**config.mk**
```make
export PLATFORM = sky130hd
export DESIGN_NAME = pipe_ctrl
export DESIGN_NICKNAME = d
export VERILOG_FILES = /design/src/rtl/pipe_ctrl.sv
export SDC_FILE = /design/constraint.sdc
export NUM_CORES = 1
export LEC_CHECK = 0
export BUFFER_PORTS_ARGS = -buffer_cell sky130_fd_sc_hd__buf_2
export CORE_UTILIZATION = 40
export CTS_BUF_LIST = sky130_fd_sc_hd__clkbuf_4 sky130_fd_sc_hd__clkbuf_8 sky130_fd_sc_hd__clkbuf_16
export DETAILED_ROUTE_END_ITERATION = 12
export HOLD_SLACK_MARGIN = 0.15
export PLACE_DENSITY = 0.68
export SYNTH_ARGS = -nofsm -noshare
export SYNTH_HDL_FRONTEND = slang
export SYNTH_SLANG_ARGS = --single-unit
```
**constraint.sdc**
```tcl
create_clock -name clk -period 2.4 [get_ports clk]
set_input_delay 0.48 -clock clk [delete_from_list [all_inputs] [get_ports clk]]
set_output_delay 0.48 -clock clk [all_outputs]
set_load 0.02 [all_outputs]
```
**src/rtl/pipe_ctrl.sv**
```systemverilog
// pipe_ctrl: merges stall requests, exceptions and mispredicts into pipeline stall/flush/redirect controls
module pipe_ctrl #(
  parameter logic [31:0] EXC_VECTOR    = 32'hBFC00380,
  parameter logic [31:0] ERET_CODE     = 32'h0000000E,
  parameter int unsigned REFILL_CYCLES = 2
) (
  input  logic        clk,
  input  logic        rst,
  input  logic        stallreq_if_i,
  input  logic        stallreq_id_i,
  input  logic        stallreq_ex_i,
  input  logic        stallreq_mem_i,
  input  logic [31:0] exception_type_i,
  input  logic [31:0] cp0_epc_i,
  input  logic        mispredict_i,
  input  logic [31:0] mispredict_target_i,
  output logic [3:0]  stall_o,
  output logic        flush_o,
  output logic        flush_cause_o,
  output logic [31:0] new_pc_o,
  output logic [31:0] stall_cycles_o
);
  typedef enum logic [1:0] {IDLE, WAIT_MEM, REFILL} state_t;
  localparam logic [3:0] REFILL_INIT = 4'(REFILL_CYCLES);
  state_t      state_q, state_d;
  logic [3:0]  refill_cnt_q, refill_cnt_d;
  logic [31:0] exc_type_q, exc_type_d;
  logic [31:0] epc_q, epc_d;
  logic [31:0] stall_cnt_q, stall_cnt_d;
  logic [3:0]  prefix;
  // hold every stage up to the highest one requesting a stall
  always_comb
    prefix = stallreq_mem_i ? 4'b0111 :
             stallreq_ex_i ? 4'b0011 :
             (stallreq_if_i | stallreq_id_i) ? 4'b0001 : 4'b0000;
  // sequencing: deferred exceptions win, then live exceptions, refill hold, mispredict redirect
  always_comb begin
    state_d       = state_q;
    refill_cnt_d  = refill_cnt_q;
    exc_type_d    = exc_type_q;
    epc_d         = epc_q;
    stall_o       = prefix;
    flush_o       = 1'b0;
    flush_cause_o = 1'b0;
    new_pc_o      = 32'h0;
    if (state_q == WAIT_MEM) begin
      if (stallreq_mem_i) stall_o = 4'hF;
      else begin
        stall_o       = 4'h0;
        flush_o       = 1'b1;
        flush_cause_o = 1'b1;
        new_pc_o      = (exc_type_q == ERET_CODE) ? epc_q : EXC_VECTOR;
        state_d       = REFILL;
        refill_cnt_d  = REFILL_INIT;
      end
    end else if (exception_type_i != 32'h0) begin
      if (stallreq_mem_i) begin
        stall_o    = 4'hF;
        exc_type_d = exception_type_i;
        epc_d      = cp0_epc_i;
        state_d    = WAIT_MEM;
      end else begin
        stall_o       = 4'h0;
        flush_o       = 1'b1;
        flush_cause_o = 1'b1;
        new_pc_o      = (exception_type_i == ERET_CODE) ? cp0_epc_i : EXC_VECTOR;
        state_d       = REFILL;
        refill_cnt_d  = REFILL_INIT;
      end
    end else if (state_q == REFILL) begin
      stall_o      = prefix | 4'b0001;
      refill_cnt_d = refill_cnt_q - 4'd1;
      state_d      = (refill_cnt_q == 4'd1) ? IDLE : REFILL;
    end else if (mispredict_i && !prefix[1]) begin
      flush_o  = 1'b1;
      new_pc_o = mispredict_target_i;
    end
  end
  // saturating count of stalled cycles
  always_comb stall_cnt_d = (|stall_o && !(&stall_cnt_q)) ? stall_cnt_q + 32'd1 : stall_cnt_q;
  // state, latched exception and counters
  always_ff @(posedge clk) begin
    if (rst) begin
      state_q      <= IDLE;
      refill_cnt_q <= 4'd0;
      exc_type_q   <= 32'h0;
      epc_q        <= 32'h0;
      stall_cnt_q  <= 32'h0;
    end else begin
      state_q      <= state_d;
      refill_cnt_q <= refill_cnt_d;
      exc_type_q   <= exc_type_d;
      epc_q        <= epc_d;
      stall_cnt_q  <= stall_cnt_d;
    end
  end
  assign stall_cycles_o = stall_cnt_q;
endmodule
```
# Yosys cells after proc, flatten, opt, wreduce, memory -nomap -nowiden
# Index checks and enable logic that the tools add are counted.
# W data, S select, Z words.
[totals]
register_bits = 102
latchBits = 0
ramBits = 0
romBits = 0
inputBits = 103
word_cells = 57
n_memories = 0
[classes]
add_sub_neg = 2
mul = 0
div = 0
magnitude_cmp = 0
eq_ne = 6
n_shift = 0
n_mux = 32
bitwise_logic = 2
n_reduce_logical = 10
[op_table]
columns = ["cell", "n"]
rows = [
  ["$mux W32", 8],
  ["$eq A32 B4 Y1 const B", 2],
  ["$add A32 B1 Y32 const B", 1],
  ["$reduce_and A32 Y1", 1],
  ["$reduce_bool A32 Y1", 1],
  ["$mux W4", 7],
  ["$mux W2", 7],
  ["$mux W1", 9],
  ["$eq A4 B1 Y1 const B", 1],
  ["$reduce_or A4 Y1", 1],
  ["$sub A4 B1 Y4 const B", 1],
  ["$mux W3", 1],
  ["$reduce_and A3 Y1", 1],
  ["$reduce_bool A3 Y1", 1],
  ["$eq A2 B1 Y1 const B", 1],
  ["$eq A2 B2 Y1 const B", 1],
  ["$logic_and A1 B1 Y1", 2],
  ["$logic_not A1 Y1", 2],
  ["$ne A2 B2 Y1 const B", 1],
  ["$reduce_and A2 Y1", 1],
  ["$not A1 Y1", 1],
  ["$or A1 B1 Y1", 1],
]

# Logic depth before layout (Yosys ltp)
# Gate-level depths: netlist of the first run.
[logic_depth]
depth_word = 10
depth_mapped = 9

# Least setup slack after synthesis of the first run
# OpenSTA, ideal clock, no wires.
[synth_path]
path_kind = "input-to-output"
start = "input exception_type_i[0]"
end = "output new_pc_o[22]"
t_arrival_ns = 2.106
slack_ns = -0.186
stages = 7
cell_sequence = "nor4_1 nand4_1 nor4_1 buf_2 buf_2 nand2_1 nand3_1"
[synth_between]
elab_chain_cells = 5
word_cells_on_any_way = 6
[synth_lines]
columns = ["element", "line", "text"]
rows = [
  ["start: declaration", "13", "input logic [31:0] exception_type_i,"],
  ["$eq A32 B4 Y1", "66", "new_pc_o = (exception_type_i == ERET_CODE) ? cp0_epc_i : EXC_VECTOR;"],
  ["$mux W32", "66", ""],
  ["$mux W32", "57", "if (stallreq_mem_i) begin"],
  ["$mux W32 *", "56", "end else if (exception_type_i != 32'h0) begin"],
  ["$mux W32 *", "46", "if (state_q == WAIT_MEM) begin"],
  ["end: declaration", "20", "output logic [31:0] new_pc_o,"],
]
# Every way passes the cells marked *; elsewhere a longest branch is shown, timed or not.

# Worst setup path in the final report of the first run
[layout_path]
start = "register exc_type_q[4]"
end = "output new_pc_o[15]"
[layout_between]
elab_chain_cells = 4
[layout_lines]
columns = ["element", "line", "text"]
rows = [
  ["start: declaration", "27", "logic [31:0] exc_type_q, exc_type_d;"],
  ["start signal: assignment", "92", "exc_type_q <= exc_type_d;"],
  ["$eq A32 B4 Y1", "52", "new_pc_o = (exc_type_q == ERET_CODE) ? epc_q : EXC_VECTOR;"],
  ["$mux W32", "52", ""],
  ["$mux W32", "47", "if (stallreq_mem_i) stall_o = 4'hF;"],
  ["$mux W32", "46", ""],
]
# Every way passes these cells.

==> results of run 1 <==
==> layout make-up <==
| class | count | area [sq um] |
|---|---|---|
| flip-flops and latches | 102 | 2040 |
| well taps | 172 | 215 |
| repair buffers | 243 | 1740 |
| fillers | 1152 | 4940 |
| multi-input cells | 522 | 3370 |
| clock buffers | 10 | 239 |
| clock inverters | 6 | 85.1 |
| inverters | 9 | 33.8 |
==> worst register-to-register path: stages, from the launching register on <==
cell,delay (ps)
dfxtp_1,420
ha_1,220
and2_1,160
nand4_1,270
buf_4,300
or4_2,620
a21oi_1,200
==> state kept, by name (all words and copies together) (netlist names) <==
register	flops
epc_q	32
state_q	2
refill_cnt_q	4
stall_cycles_o	32
exc_type_q	32
==> power by group through the flow <==
stage / combinational, W / clock, W / sequential, W
3_5_place_dp: 0.000492 / 0 / 0.00184
4_1_cts: 0.000535 / 0.00163 / 0.00180
3_3_place_gp: 0.000487 / 0 / 0.00183
5_1_grt: 0.000609 / 0.00169 / 0.00181
6_report: 0.000553 / 0.00158 / 0.00180
2_1_floorplan: 0.000255 / 0 / 0.00183
==> worst min-delay path by stage <==
| stage | start | endpoint | slack, ps | cells past startpoint |
|---|---|---|---|---|
| after global placement | exc_type_q[14] | exc_type_q[14] | 440 | 2 |
| final | exception_type_i[27] | exc_type_q[27] | 370 | 3 |
| after CTS | cp0_epc_i[30] | epc_q[30] | 360 | 3 |
| after floorplan | exc_type_q[14] | exc_type_q[14] | 430 | 2 |
| after global routing | cp0_epc_i[27] | epc_q[27] | 380 | 3 |
| after detailed placement | epc_q[8] | epc_q[8] | 440 | 2 |
==> cells in the mapped netlist, types with 7 or more instances <==
cell type / instances
or3_1: 15
nor4_1: 21
nand3_1: 25
nand4_1: 14
buf_2: 9
mux2_2: 12
or4_1: 9
and3_1: 7
and2_1: 12
o31ai_1: 14
nor3_1: 10
nor2_1: 25
o21ai_0: 36
nand2_1: 150
a221o_1: 20
a21oi_1: 86
dfxtp_1: 102
nor2b_1: 12
and2_0: 10
clkbuf_1: 38
inv_1: 9
==> logic make-up after synthesis <==
logic type,after synthesis
compound gates,174
fa+ha+maj,5
buf+inv,62
flops,102
mux,12
simple gates,331
==> placed cells by master (no fill, tap or decap), types with 3 or more instances in the layout <==
cell       instances
a21oi_1           82
a21oi_2            3
a221o_1           20
and2_0            10
and2_1            12
and3_1             7
and4_1             4
buf_12             8
buf_2            140
buf_4             59
buf_6             32
buf_8              3
clkbuf_16          9
dfxtp_1          101
ha_1               3
inv_1              8
mux2_2             8
mux2_4             4
nand2_1          149
nand2b_1           6
nand3_1           14
nand3_2           11
nand4_1           14
nor2_1            25
nor2b_1           12
nor3_1             5
nor3_2             4
nor4_1             7
nor4_2             3
nor4_4            12
o21ai_0           24
o21ai_2            8
o21ai_4            4
o31ai_1           14
or3_1             13
or3_4              3
or4_1              6
or4_4              3
==> per-stage QoR <==
| step | std cells | area [sq um] | setup WS (ps) |
|---|---|---|---|
| global route | 1064 | 7730 | -604 |
| CTS | 1064 | 7470 | -536 |
| detailed placement | 1040 | 6750 | -328 |
| global placement | 1040 | 6750 | -295 |
| finish | 1064 | 7730 | -543 |
| floorplan | 686 | 5330 | 2.31 |
==> layer usage <==
layer,vias up,share of wire,track usage
met4,0,0.016,0.0974
met5,-,0,0
li1,2877,-,-
met1,2613,0.46,0.285
met3,15,0.044,0.0322
met2,154,0.48,0.362
==> timing repair <==
action / 4_1_cts / 5_1_grt
setup buffers: 7 / 0
cloned: 1 / 0
endpoints found under the setup margin: 38 / 51
gates resized for setup: 85 / 60
pin swaps: 12 / 13
==> results.json, run 1 <==
{
  "via_count": 5659,
  "syn2layout_area_growth_pct": 47.6,
  "required_ps": 1920,
  "gp_congestion": 0.786,
  "io_pins": 173,
  "cts.htree.levels": 3,
  "setup_violations": 34,
  "timing.fmax_mhz": 340,
  "path_clk_slew_ps": 70,
  "port_buffers": 172,
  "crit_path_end_kind": "output pin",
  "drtPass1Iterations": 4,
  "numCtsBuffers": 9,
  "violations": "setup timing",
  "rsz0062_at_grt": "true",
  "p_seq_frac": 0.458,
  "critPathTopFamily": "simple AND/OR/NAND/NOR gates",
  "worst_r2r_endpoint": "stall_cycles_o[12]",
  "clk-insertion-delay-late_ps": 350,
  "clock_power_share": 0.402,
  "tns_ps": -16590,
  "dr.first_iter.drc_count": 316,
  "holdCritPathClass": "input pin to register",
  "ys_async_sr_fraction": 0,
  "grt_start_max_net_pins": 80,
  "setup_ws_ps": -543,
  "cp-endpoint": "new_pc_o[15]",
  "drt-total-wl_microns": 15500,
  "synth_compound_area_frac": 0.208,
  "syn_avg_cell_area_sq_um": 7.63,
  "synth_top_family_by_area": "simple AND/OR/NAND/NOR gates",
  "syn_inst": 686,
  "synth_area_sq_mm": 0.00524,
  "power_density_mw_per_mm2": 510,
  "postLayoutCoreUtil": 0.610,
  "initial_core_util": 0.413,
  "wl_per_cell_microns": 14.6,
  "synth_adder_area_share": 0.0110,
  "finalHoldWorstSlack_ps": 371,
  "synth_top_area_cell": "dfxtp_1",
  "maxSlewHeadroom": 0.440,
  "ys_seq_area_frac": 0.390,
  "reg2regPathDepth": 6,
  "antenna_cells": 0,
  "worstSetupPathType": "register to output pin",
  "ys_warn_count": 0,
  "worstMarginPinSlew_ps": 840,
  "crit_arrival_ps": 2460,
  "coreArea_sq_mm": 0.0127,
  "drc": 0,
  "num_rows": 41,
  "regToRegSetupSlack_ps": 110,
  "intPower_w": 0.00295,
  "cp.buffers_inverters": 2,
  "grt_pass1_wl_microns": 23300,
  "postRouteAntennaNets": 0,
  "netlist_top_cells_area": "dfxtp_1 39%, nand2_1 11%, a21oi_1 8.2%",
  "synth.distinct_cells": 51,
  "synthesis.nets": 792,
  "fin_crit_sh": 1.23,
  "drive_gt1_frac": 0.381,
  "crit_slowest_cell": "or4_4",
  "cp.depth": 6,
  "die_h_microns": 116,
  "nNetsFinal": 993,
  "grt.overflow.total": 0,
  "finalCriticalPeriod_ps": 2940,
  "synth_top_area_frac": 0.390,
  "grt_pass1_vias": 4878,
  "cp_slowest_stage_delay_ps": 570,
  "startpoint_type": "register",
  "clockBufferDepth": 2,
  "finClkSkew_ps": 6.82,
  "synthSimpleGateAreaFrac": 0.314,
  "path_cells": "or4_1 -> or4_4 -> nor3_4 -> buf_12 -> a221o_1 -> buf_6",
  "fp.dieW_microns": 116,
  "slew_violations": 0,
  "cts_root_buf": "clkbuf_16",
  "p_comb_frac": 0.140,
  "dp_hpwl_microns": 10500,
  "irDropWorstVdd_uv": 346,
  "cts_tree": "done",
  "synth_edf_count": 0,
  "synth_flop_cell": "dfxtp_1",
  "grt_usage": 0.220,
  "postCtsHoldBufs": 0,
  "antenna_found_initial": 0,
  "power.net_switching_w": 0.000989,
  "finalPower_w": 0.00394,
  "ys_ff_latch": 102,
  "synth_xor_area_frac": 0,
  "viasPerCell": 5.32,
  "hold_viol_final": 0,
  "p_leak_nw": 3.16,
  "synth_mux_area_frac": 0.0258,
  "switching_share": 0.251,
  "cts.sinks": 102,
  "drv_cap": 0,
  "crit_fanout": 20,
  "rr_startpoint": "stall_cycles_o[1]",
  "dieArea_sq_mm": 0.0136,
  "outcome": "finished, violations left",
  "crit_path_start": "exc_type_q[4]"
}
Note: power is estimated with default switching activity, not from simulation.
==> run 2, diff against run 1 <==
--- a/config.mk
+++ b/config.mk
@@ -10,7 +10,7 @@
 export CTS_BUF_LIST = sky130_fd_sc_hd__clkbuf_4 sky130_fd_sc_hd__clkbuf_8 sky130_fd_sc_hd__clkbuf_16
 export DETAILED_ROUTE_END_ITERATION = 12
 export HOLD_SLACK_MARGIN = 0.15
-export PLACE_DENSITY = 0.68
+export PLACE_DENSITY = 0.67
 export SYNTH_ARGS = -nofsm -noshare
 export SYNTH_HDL_FRONTEND = slang
 export SYNTH_SLANG_ARGS = --single-unit
==> run 2 against run 1 <==
The flow still finishes with violations (setup timing). Largest cell class unchanged. Die area unchanged. Critical path type unchanged. Count of clock-buffer cells in the layout unchanged. Routed wire length up 0.15%. Sequential power about the same. First-iteration DRC count down 6.3%. Utilization down 1.2 points. Hold slack better by 1.0 ps. Maximum frequency up 1.3%.
==> results.json, run 2 (synthesis gave the netlist of run 1 again) <==
{
  "dp_cells": 1036,
  "postRouteAntennaNets": 0,
  "grt_usage": 0.226,
  "wl_per_cell_microns": 14.6,
  "initial_core_util": 0.413,
  "cts_tree": "done",
  "setup_ws_ps": -506,
  "holdCritPathClass": "input pin to register",
  "final_cell_mix": "149 x nand2_1, 140 x buf_2, 101 x dfxtp_1",
  "path_clk_slew_ps": 70,
  "cp.buffers_inverters": 2,
  "path_cells": "or4_1 -> or4_4 -> nor3_4 -> buf_12 -> a221o_1 -> buf_6",
  "grt_start_max_net_pins": 55,
  "grt_pass1_vias": 5145,
  "port_buffers": 172,
  "startpoint_type": "register",
  "via_count": 5719,
  "clk-insertion-delay-late_ps": 360,
  "cp_slowest_stage_delay_ps": 570,
  "drc": 0,
  "io_pins": 173,
  "outcome": "finished, violations left",
  "irDropWorstVdd_uv": 329,
  "hold_viol_final": 0,
  "violations": "setup timing",
  "crit_fanout": 20,
  "p_leak_nw": 3.14,
  "die_h_microns": 116,
  "drive_gt1_frac": 0.361,
  "finalCriticalPeriod_ps": 2910,
  "fin_cells": 1062,
  "dr.first_iter.drc_count": 296,
  "dp_hpwl_microns": 11100,
  "fin_crit_sh": 1.21,
  "slew_violations": 0,
  "viasPerCell": 5.39,
  "num_rows": 41,
  "grt.overflow.total": 0,
  "cts_root_buf": "clkbuf_16",
  "crit_slowest_cell": "or4_4",
  "power_density_mw_per_mm2": 505,
  "drtPass1Iterations": 6,
  "rsz0062_at_grt": "true",
  "crit_path_end_kind": "output pin",
  "postCtsHoldBufs": 0,
  "timing.fmax_mhz": 344,
  "cts.htree.levels": 3,
  "coreArea_sq_mm": 0.0127,
  "maxSlewHeadroom": 0.617,
  "worstSetupPathType": "register to output pin",
  "finalHoldWorstSlack_ps": 372,
  "required_ps": 1920,
  "setup_violations": 35,
  "final_common_cell": "nand2_1",
  "crit_arrival_ps": 2430,
  "grt_pass1_wl_microns": 24000,
  "worstMarginPinSlew_ps": 575,
  "fillers": 1116,
  "finClkSkew_ps": 9.30,
  "syn2layout_area_growth_pct": 44.8,
  "clockBufferDepth": 2,
  "fp.dieW_microns": 116,
  "dieArea_sq_mm": 0.0136,
  "gp_congestion": 0.797,
  "drt-total-wl_microns": 15500,
  "cts.sinks": 102,
  "antenna_found_initial": 2,
  "critPathTopFamily": "simple AND/OR/NAND/NOR gates",
  "nNetsFinal": 989,
  "numCtsBuffers": 9,
  "drv_cap": 0
}
[run 2: changes by cell type in the layout (fill, tap and decap cells not counted), moves of 3 or more]
cell,before,now
buf_4,59,53
mux2_2,8,12
mux2_4,4,0
o21ai_1,0,4
o21ai_4,4,0
buf_12,8,11
nor3_2,4,1
nor4_1,7,10
nor4_4,12,9
[run 2: per-stage QoR]
step           power [W]  setup slack (ps)   util  setup TNS (ps)  area [sq um]
5_1_grt          0.00400              -576  0.598          -17890          7580
6_report         0.00383              -506  0.598          -15430          7580
4_1_cts          0.00384              -553  0.581          -16420          7360
3_3_place_gp     0.00232              -324  0.534          -13710          6760
3_5_place_dp     0.00233              -352  0.534          -19130          6760
2_1_floorplan    0.00208              2.31      -               0          5330
[run 2: where the power goes]
group / internal, W / switching [W] / total [W]
Combinational: 0.000250 / 0.000299 / 0.000549
Sequential: 0.00176 / 0.0000417 / 0.00180
Clock: 0.000827 / 0.000653 / 0.00148
[run 2: per-layer routing]
layer  track usage  vias to the layer above  wire, microns
met5             0                        -              0
met4         0.120                        0            442
met3        0.0483                       38            810
met2         0.383                      196           7490
met1         0.266                     2619           6780
li1              -                     2866              -
[run 2: timing repair]
item / CTS / global route
cloned: 1 / 0
setup buffers: 8 / 2
endpoints found under the hold margin: 0 / 0
pin swaps: 11 / 8
setup endpoints to repair: 37 / 50
gates resized for setup: 70 / 48
[run 2: final timing paths]
kind	start	end	slack, ps	cells past startpoint
min	exception_type_i[26]	exc_type_q[26]	370	3
max	exc_type_q[4]	new_pc_o[0]	-510	6
max reg2reg	stall_cycles_o[0]	stall_cycles_o[20]	150	6
min reg2reg	exc_type_q[31]	exc_type_q[31]	450	2
[run 2: layout make-up]
| type | count | area, sq um | area share |
|---|---|---|---|
| diodes | 2 | 5.00 | 0.000660 |
| inverters | 9 | 33.8 | 0.00446 |
| well taps | 172 | 215 | 0.0284 |
| repair buffers | 239 | 1740 | 0.229 |
| clock inverters | 6 | 68.8 | 0.00908 |
| clock buffers | 10 | 233 | 0.0307 |
| flip-flops and latches | 102 | 2040 | 0.269 |
| multi-input cells | 522 | 3250 | 0.428 |
[run 2: worst register-to-register path: stages, from the launching register on]
cell,delay [ps]
dfxtp_1,440
ha_1,230
and2_1,210
nand4_1,320
buf_4,310
nor4b_1,280
mux2_2,370
